--- config.mk ---
export PLATFORM = sky130hd
export DESIGN_NAME = ah_cam_requester_flat
export DESIGN_NICKNAME = d
export VERILOG_FILES = /design/src/rtl/ah_cam_pkg.sv /design/src/rtl/ah_cam_requester_if.sv /design/src/rtl/ah_cam_credit_ctr.sv /design/src/rtl/ah_cam_requester.sv /design/src/flat_wrapper.sv
export SDC_FILE = /design/constraint.sdc
export NUM_CORES = 1
export LEC_CHECK = 0
export BUFFER_PORTS_ARGS = -buffer_cell sky130_fd_sc_hd__buf_4
export CAP_MARGIN = 20
export CORE_UTILIZATION = 47
export CTS_CLUSTER_DIAMETER = 200
export CTS_CLUSTER_SIZE = 16
export DETAILED_ROUTE_END_ITERATION = 8
export PLACE_DENSITY = 0.79
export SYNTH_ARGS = -nofsm -noshare
export SYNTH_HDL_FRONTEND = slang
export SYNTH_SLANG_ARGS = --single-unit
--- constraint.sdc ---
create_clock -name clk -period 3.3 [get_ports clk]
set_clock_uncertainty 0.15 [all_clocks]
set_input_delay 0.66 -clock clk [delete_from_list [all_inputs] [get_ports clk]]
set_output_delay 0.66 -clock clk [all_outputs]
set_load 0.1 [all_outputs]
--- src/rtl/ah_cam_pkg.sv ---
// rtl/ah_cam_pkg.sv - shared AH CAM types, defaults and width helper
package ah_cam_pkg;

    localparam int AH_CAM_DEPTH = 10;
    localparam int AH_CAM_DW    = 16;
    localparam int AH_CAM_KW    = 8;

    typedef enum logic [1:0] {
        IDLE = 2'd0,
        REQ  = 2'd1,
        WAIT = 2'd2,
        RESP = 2'd3
    } lk_state_e;

    // Width needed to hold 0..depth inclusive.
    function automatic int credit_w(input int depth);
        return $clog2(depth + 1);
    endfunction

endpackage

--- src/rtl/ah_cam_requester_if.sv ---
// rtl/ah_cam_requester_if.sv - write, snoop and result signals of the AH CAM requester
interface ah_cam_requester_if
    import ah_cam_pkg::*;
#(
    parameter int DW = AH_CAM_DW,
    parameter int KW = AH_CAM_KW,
    parameter int CW = credit_w(AH_CAM_DEPTH)
);
    logic [DW-1:0] in_data;
    logic          in_valid;
    logic          in_ready;
    logic [DW-1:0] cam_wdata;
    logic          cam_wvalid;
    logic          cam_wcredit;
    logic [KW-1:0] lk_key;
    logic          lk_valid;
    logic          lk_ready;
    logic [KW-1:0] cam_sin;
    logic          cam_svalid;
    logic          cam_srsp_valid;
    logic          cam_smatch;
    logic [DW-1:0] cam_sdata;
    logic          rsp_valid;
    logic          rsp_ready;
    logic          rsp_match;
    logic [DW-1:0] rsp_data;
    logic          rsp_timeout;
    logic [CW-1:0] credit_cnt;
    logic          err;

    modport master (
        input  in_data, in_valid, cam_wcredit, lk_key, lk_valid,
               cam_srsp_valid, cam_smatch, cam_sdata, rsp_ready,
        output in_ready, cam_wdata, cam_wvalid, lk_ready, cam_sin, cam_svalid,
               rsp_valid, rsp_match, rsp_data, rsp_timeout, credit_cnt, err
    );

    modport slave (
        output in_data, in_valid, cam_wcredit, lk_key, lk_valid,
               cam_srsp_valid, cam_smatch, cam_sdata, rsp_ready,
        input  in_ready, cam_wdata, cam_wvalid, lk_ready, cam_sin, cam_svalid,
               rsp_valid, rsp_match, rsp_data, rsp_timeout, credit_cnt, err
    );

endinterface

--- src/rtl/ah_cam_credit_ctr.sv ---
// rtl/ah_cam_credit_ctr.sv - CAM write credit counter with saturation and sticky overflow error
module ah_cam_credit_ctr #(
    parameter int DEPTH = 10,
    parameter int CW    = 4
) (
    input  logic          clk,
    input  logic          rst_an,
    input  logic          dec,
    input  logic          inc,
    output logic [CW-1:0] cnt,
    output logic          ovf_err
);

    always_ff @(posedge clk or negedge rst_an) begin
        if (!rst_an) begin
            cnt     <= CW'(DEPTH);
            ovf_err <= 1'b0;
        end else begin
            unique case ({dec, inc})
                2'b10: cnt <= cnt - CW'(1);
                2'b01: begin
                    // A credit beyond the CAM depth means the CAM returned one we never spent.
                    if (cnt == CW'(DEPTH)) begin
                        ovf_err <= 1'b1;
                    end else begin
                        cnt <= cnt + CW'(1);
                    end
                end
                default: cnt <= cnt;
            endcase
        end
    end

endmodule

--- src/rtl/ah_cam_requester.sv ---
// rtl/ah_cam_requester.sv - AH CAM requester; optional snoop timeout under AH_CAM_REQ_TIMEOUT_EN
module ah_cam_requester
    import ah_cam_pkg::*;
#(
    parameter int DEPTH   = AH_CAM_DEPTH,
    parameter int DW      = AH_CAM_DW,
    parameter int KW      = AH_CAM_KW,
    parameter int TMO_CYC = 64
) (
    input logic               clk,
    input logic               rst_an,
    ah_cam_requester_if.master bus
);

    localparam int CW = credit_w(DEPTH);

    logic [CW-1:0] credit_q;
    logic          ovf_err;
    logic          wfire;
    logic [DW-1:0] wdata_q;
    logic          wvalid_q;

    lk_state_e     state_q, state_d;
    logic [KW-1:0] key_q;
    logic          rsp_match_q;
    logic [DW-1:0] rsp_data_q;
    logic          rsp_tmo_q;
    logic          proto_err_q;
    logic          key_cap, rsp_cap, tmo_take, proto_set;
    logic          lk_ready_c, svalid_c, rsp_valid_c;
    logic          tmo_hit;

    assign bus.in_ready = (credit_q != '0);
    assign wfire        = bus.in_valid & bus.in_ready;

    ah_cam_credit_ctr #(.DEPTH(DEPTH), .CW(CW)) u_credit (
        .clk     (clk),
        .rst_an  (rst_an),
        .dec     (wfire),
        .inc     (bus.cam_wcredit),
        .cnt     (credit_q),
        .ovf_err (ovf_err)
    );

    always_ff @(posedge clk or negedge rst_an) begin
        if (!rst_an) begin
            wvalid_q <= 1'b0;
            wdata_q  <= '0;
        end else begin
            wvalid_q <= wfire;
            if (wfire) wdata_q <= bus.in_data;
        end
    end

`ifdef AH_CAM_REQ_TIMEOUT_EN
    localparam int TW = $clog2(TMO_CYC + 1);
    logic [TW-1:0] tmo_cnt;

    // REQ always precedes WAIT, so clearing there resets the count on WAIT entry.
    always_ff @(posedge clk or negedge rst_an) begin
        if (!rst_an) begin
            tmo_cnt <= '0;
        end else if (state_q == REQ) begin
            tmo_cnt <= '0;
        end else if (state_q == WAIT) begin
            tmo_cnt <= tmo_cnt + TW'(1);
        end
    end

    assign tmo_hit = (state_q == WAIT) && (tmo_cnt == TW'(TMO_CYC - 1));
`else
    logic unused_tmo;
    assign unused_tmo = (TMO_CYC > 0);
    assign tmo_hit    = 1'b0;
`endif

    always_ff @(posedge clk or negedge rst_an) begin
        if (!rst_an) state_q <= IDLE;
        else         state_q <= state_d;
    end

    always_comb begin
        state_d     = state_q;
        lk_ready_c  = 1'b0;
        svalid_c    = 1'b0;
        rsp_valid_c = 1'b0;
        key_cap     = 1'b0;
        rsp_cap     = 1'b0;
        tmo_take    = 1'b0;
        proto_set   = 1'b0;
        unique case (state_q)
            IDLE: begin
                lk_ready_c = 1'b1;
                if (bus.lk_valid) begin
                    key_cap = 1'b1;
                    state_d = REQ;
                end
            end
            REQ: begin
                svalid_c = 1'b1;
                state_d  = WAIT;
            end
            WAIT: begin
                // A response landing on the timeout cycle still wins.
                if (bus.cam_srsp_valid) begin
                    rsp_cap = 1'b1;
                    state_d = RESP;
                end else if (tmo_hit) begin
                    tmo_take = 1'b1;
                    state_d  = RESP;
                end
            end
            RESP: begin
                rsp_valid_c = 1'b1;
                if (bus.rsp_ready) state_d = IDLE;
            end
            default: state_d = IDLE;
        endcase
        if (bus.cam_srsp_valid && (state_q != WAIT)) proto_set = 1'b1;
    end

    always_ff @(posedge clk or negedge rst_an) begin
        if (!rst_an) begin
            key_q       <= '0;
            rsp_match_q <= 1'b0;
            rsp_data_q  <= '0;
            rsp_tmo_q   <= 1'b0;
            proto_err_q <= 1'b0;
        end else begin
            if (key_cap) key_q <= bus.lk_key;
            if (rsp_cap) begin
                rsp_match_q <= bus.cam_smatch;
                rsp_data_q  <= bus.cam_smatch ? bus.cam_sdata : '0;
                rsp_tmo_q   <= 1'b0;
            end else if (tmo_take) begin
                rsp_match_q <= 1'b0;
                rsp_data_q  <= '0;
                rsp_tmo_q   <= 1'b1;
            end
            if (proto_set) proto_err_q <= 1'b1;
        end
    end

    assign bus.cam_wdata   = wdata_q;
    assign bus.cam_wvalid  = wvalid_q;
    assign bus.lk_ready    = lk_ready_c;
    assign bus.cam_sin     = key_q;
    assign bus.cam_svalid  = svalid_c;
    assign bus.rsp_valid   = rsp_valid_c;
    assign bus.rsp_match   = rsp_match_q;
    assign bus.rsp_data    = rsp_data_q;
    assign bus.rsp_timeout = rsp_tmo_q;
    assign bus.credit_cnt  = credit_q;
    assign bus.err         = ovf_err | proto_err_q;

endmodule

--- src/flat_wrapper.sv ---
// flat-port wrapper written by rule: the top's interface ports become plain ports
module ah_cam_requester_flat import ah_cam_pkg::*;
#(
    parameter int DEPTH   = AH_CAM_DEPTH,
    parameter int DW      = AH_CAM_DW,
    parameter int KW      = AH_CAM_KW,
    parameter int TMO_CYC = 64
)
  (clk, rst_an, bus_in_data, bus_in_valid, bus_cam_wcredit, bus_lk_key, bus_lk_valid, bus_cam_srsp_valid, bus_cam_smatch, bus_cam_sdata, bus_rsp_ready, bus_in_ready, bus_cam_wdata, bus_cam_wvalid, bus_lk_ready, bus_cam_sin, bus_cam_svalid, bus_rsp_valid, bus_rsp_match, bus_rsp_data, bus_rsp_timeout, bus_credit_cnt, bus_err);
  ah_cam_requester_if #(.DW(DW), .KW(KW), .CW(4)) bus_i ();
  input logic clk;
  input logic rst_an;
  input wire logic [$bits(bus_i.in_data)-1:0] bus_in_data;
  input wire logic [$bits(bus_i.in_valid)-1:0] bus_in_valid;
  input wire logic [$bits(bus_i.cam_wcredit)-1:0] bus_cam_wcredit;
  input wire logic [$bits(bus_i.lk_key)-1:0] bus_lk_key;
  input wire logic [$bits(bus_i.lk_valid)-1:0] bus_lk_valid;
  input wire logic [$bits(bus_i.cam_srsp_valid)-1:0] bus_cam_srsp_valid;
  input wire logic [$bits(bus_i.cam_smatch)-1:0] bus_cam_smatch;
  input wire logic [$bits(bus_i.cam_sdata)-1:0] bus_cam_sdata;
  input wire logic [$bits(bus_i.rsp_ready)-1:0] bus_rsp_ready;
  output wire logic [$bits(bus_i.in_ready)-1:0] bus_in_ready;
  output wire logic [$bits(bus_i.cam_wdata)-1:0] bus_cam_wdata;
  output wire logic [$bits(bus_i.cam_wvalid)-1:0] bus_cam_wvalid;
  output wire logic [$bits(bus_i.lk_ready)-1:0] bus_lk_ready;
  output wire logic [$bits(bus_i.cam_sin)-1:0] bus_cam_sin;
  output wire logic [$bits(bus_i.cam_svalid)-1:0] bus_cam_svalid;
  output wire logic [$bits(bus_i.rsp_valid)-1:0] bus_rsp_valid;
  output wire logic [$bits(bus_i.rsp_match)-1:0] bus_rsp_match;
  output wire logic [$bits(bus_i.rsp_data)-1:0] bus_rsp_data;
  output wire logic [$bits(bus_i.rsp_timeout)-1:0] bus_rsp_timeout;
  output wire logic [$bits(bus_i.credit_cnt)-1:0] bus_credit_cnt;
  output wire logic [$bits(bus_i.err)-1:0] bus_err;
  assign bus_i.in_data = bus_in_data;
  assign bus_i.in_valid = bus_in_valid;
  assign bus_i.cam_wcredit = bus_cam_wcredit;
  assign bus_i.lk_key = bus_lk_key;
  assign bus_i.lk_valid = bus_lk_valid;
  assign bus_i.cam_srsp_valid = bus_cam_srsp_valid;
  assign bus_i.cam_smatch = bus_cam_smatch;
  assign bus_i.cam_sdata = bus_cam_sdata;
  assign bus_i.rsp_ready = bus_rsp_ready;
  assign bus_in_ready = bus_i.in_ready;
  assign bus_cam_wdata = bus_i.cam_wdata;
  assign bus_cam_wvalid = bus_i.cam_wvalid;
  assign bus_lk_ready = bus_i.lk_ready;
  assign bus_cam_sin = bus_i.cam_sin;
  assign bus_cam_svalid = bus_i.cam_svalid;
  assign bus_rsp_valid = bus_i.rsp_valid;
  assign bus_rsp_match = bus_i.rsp_match;
  assign bus_rsp_data = bus_i.rsp_data;
  assign bus_rsp_timeout = bus_i.rsp_timeout;
  assign bus_credit_cnt = bus_i.credit_cnt;
  assign bus_err = bus_i.err;
  ah_cam_requester #(.DEPTH(DEPTH), .DW(DW), .KW(KW), .TMO_CYC(TMO_CYC)) u_core (.clk(clk), .rst_an(rst_an), .bus(bus_i));
endmodule
==> flow_summary_export.csv <==
group,metric,value,unit
run_status,outcome,"completed",
critical_path,worst-setup-path-type,"reg -> reg",
logic_synthesis,postSynthRegisterBits,50,
timing,post_route_minimum_period,2.75,ns
cts,cts_tree,"done",
grt,grt_max_degree,51,
logic_synthesis,synth.cells.most_frequent,"dfrtp_1, nand2_1, o21ai_0, mux2_2, mux2_4",
detailed_routing,routed_wirelength_normalized_by_instance_count,13.7,µm
cts,cts.sink_count,50,
critical_path,crit_path_max_fanout,18,
logic_synthesis,yosysUniqueCellTypes,41,
timing,worst-slew-pin-transition,0.859,ns
logic_synthesis,avg_cell_area_syn,11.7,µm²
critical_path,crit_path_capture_type,"flip-flop",
grt,grt_pass1_wl,7780,µm
die,placementRows,24,
logic_synthesis,netlist.top_cell.by_area,"dfrtp_1",
detailed_routing,drt-vias-per-instance,5.12,
timing,slew_viol_final,0,
cts,h-tree-depth,2,
detailed_routing,drt_iter0_drc,83,
logic_synthesis,synth_sequential_area_ratio,0.551,
timing,timing_hold_violations_final,0,
logic_synthesis,syn-instance-count,195,
cts,clk_transition_reported_paths,0.08,ns
placed_design,buffer_ports.inserted,98,
die,start_util,0.505,
logic_synthesis,synthesized_netlist_net_count,250,
die,die_y,71.6,µm
critical_path,critical_path_arrival,2.83,ns
logic_synthesis,synth-async-reset-ratio,1.00,
logic_synthesis,synth-edff-count,0,
cts,postCtsHoldBufs,0,
cts,clock_path_buffers,2,
cts,cts_setup_buffers,0,
cells_and_area,fin_nets,345,
timing,setup_violations,0,
critical_path,timing.critical_path.required,3.38,ns
die,core_area,4500,µm²
cells_and_area,flow.area_growth_from_synthesis,37.0,%
logic_synthesis,post_synth_instance_area,2270,µm²
cts,cts.repair.resized,0,
cells_and_area,antennaDiodeCount,0,
detailed_routing,drt_pass1_iterations,4,
logic_synthesis,synth_top_area_share,0.528,
timing,layout_worst_path_cycle_share,0.833,
grt,total_track_usage,0.195,
die,ioPinCount,100,
detailed_routing,drc,0,
die,die-area,5120,µm²
grt,number_of_global_route_vias_before_repair,1742,
worst_hold_path,min_path_type,"in -> async",
detailed_routing,via_count,1756,
cts,cts_made_buffers,5,
placed_design,place.detailed.hpwl,3440,µm
placed_design,gp_congestion,0.808,
grt,antenna_found_initial,0,
logic_synthesis,synth_warnings,0,
detailed_routing,number_of_nets_with_antenna_violations_after_detailed_routing,0,
detailed_routing,wirelength,4680,µm
cells_and_area,post_route_cells_drive_above_1_share,0.460,
logic_synthesis,post_synth_main_area_contributors,"dfrtp_1, nand2_1, o21ai_0",
cts,clkLatencyLatePin,0.29,ns
job,timing.max_cap.violations,0,
timing,slew-limit-headroom,0.426,
critical_path,r2r.worst_path.cells,8,
timing,max_clock_freq,364,MHz
cts,ctsRootBufferMaster,"clkbuf_8",
timing,final.setup.tns,0,ns
critical_path,cp_launch_type,"flip-flop",
die,horiz_die_dim,71.6,µm
logic_synthesis,post-synth-top-count-cell,"dfrtp_1",
timing,rsz_0062_raised_after_global_routing,"no",
grt,global_route.overflow_total,0,
logic_synthesis,synth_flop_cell,"dfrtp_1",
-- final cells by class --
type	instances	area (µm²)
Fill cell	366	1390
Sequential cell	50	1250
Multi-Input combinational cell	128	930
Timing Repair Buffer	98	736
Clock buffer	7	96.3
Tap cell	52	65.1
Inverter	7	26.3
Clock inverter	1	8.76
-- cells in the final DEF, fill, tap and decap left out, drive strengths merged, types with 2 or more instances in the layout --
cell type / netlist / final
buf: 3 / 98
dfrtp: 48 / 48
nand2: 39 / 39
o21ai: 25 / 25
mux2: 25 / 25
inv: 7 / 7
clkbuf: 7 / 7
ha: 6 / 6
nor2: 3 / 3
or2: 2 / 2
nand3: 2 / 2
a21oi: 2 / 2
a31oi: 2 / 2
dfstp: 2 / 2
and2: 2 / 2
o41ai: 2 / 2
-- sequential cells by signal (all words and copies together) (netlist names) --
signal and count:
u_core.bus.cam_sin 8, u_core.bus.cam_wdata 16, u_core.bus.cam_wvalid 1, u_core.bus.rsp_data 16
u_core.bus.rsp_match 1, u_core.proto_err_q 1, u_core.state_q 2, u_core.u_credit.cnt 4
u_core.u_credit.ovf_err 1
-- logic make-up after synthesis --
group,after synthesis,share of synthesized area
AOI/OAI and AO/OA,40,0.112
xor gates and xnor gates,1,0.00385
adders and majority gates,7,0.0418
buffers and inverters,17,0.0402
DFF,50,0.551
muxes,25,0.137
other,1,0.00165
and+or+nand+nor,54,0.113
-- per-layer routing --
layer  wire (µm)  vias to the layer above  track usage
li1            -                      858            -
met1        2090                      811        0.258
met2        2110                       79        0.306
met3         423                        8       0.0689
met4          60                        0       0.0610
met5           0                        -            0
-- worst paths after layout --
| path | slack, ns | end | start |
|---|---|---|---|
| max in group asynchronous | 2.33 | u_core.u_credit.cnt[0] | rst_an |
| hold reg to reg | 0.32 | u_core.u_credit.ovf_err | u_core.u_credit.ovf_err |
| setup / recovery | 0.55 | u_core.u_credit.cnt[3] | u_core.u_credit.cnt[0] |
| min in group clk | 0.32 | u_core.u_credit.ovf_err | u_core.u_credit.ovf_err |
| hold / removal | 0.23 | u_core.bus.cam_sin[0] | rst_an |
| setup reg to reg | 0.55 | u_core.u_credit.cnt[3] | u_core.u_credit.cnt[0] |
-- critical path: stages (launching register included) --
cell	delay [ns]
dfrtp_2	0.48
or4_4	0.61
nand2_8	0.19
nand2_1	0.14
ha_1	0.35
nand3_1	0.12
and4_1	0.22
a311o_1	0.32
o211a_1	0.11
-- per-stage QoR --
| stage | hold WS, ns | worst slack, ns | std cells | instance area [µm²] | util |
|---|---|---|---|---|---|
| finish | 0.226 | 0.551 | 343 | 3120 | 0.692 |
| global placement | 0.307 | 0.637 | 335 | 3010 | 0.669 |
| CTS | 0.243 | 0.556 | 343 | 3120 | 0.692 |
| detailed placement | 0.302 | 0.568 | 335 | 3010 | 0.669 |
| global route | 0.269 | 0.290 | 343 | 3120 | 0.692 |
| floorplan | 0.214 | 0.0254 | 195 | 2280 | - |
Power is left out: the tool's default activity adds up to more than one toggle a clock period on the data nets, which glitch-free logic cannot reach.
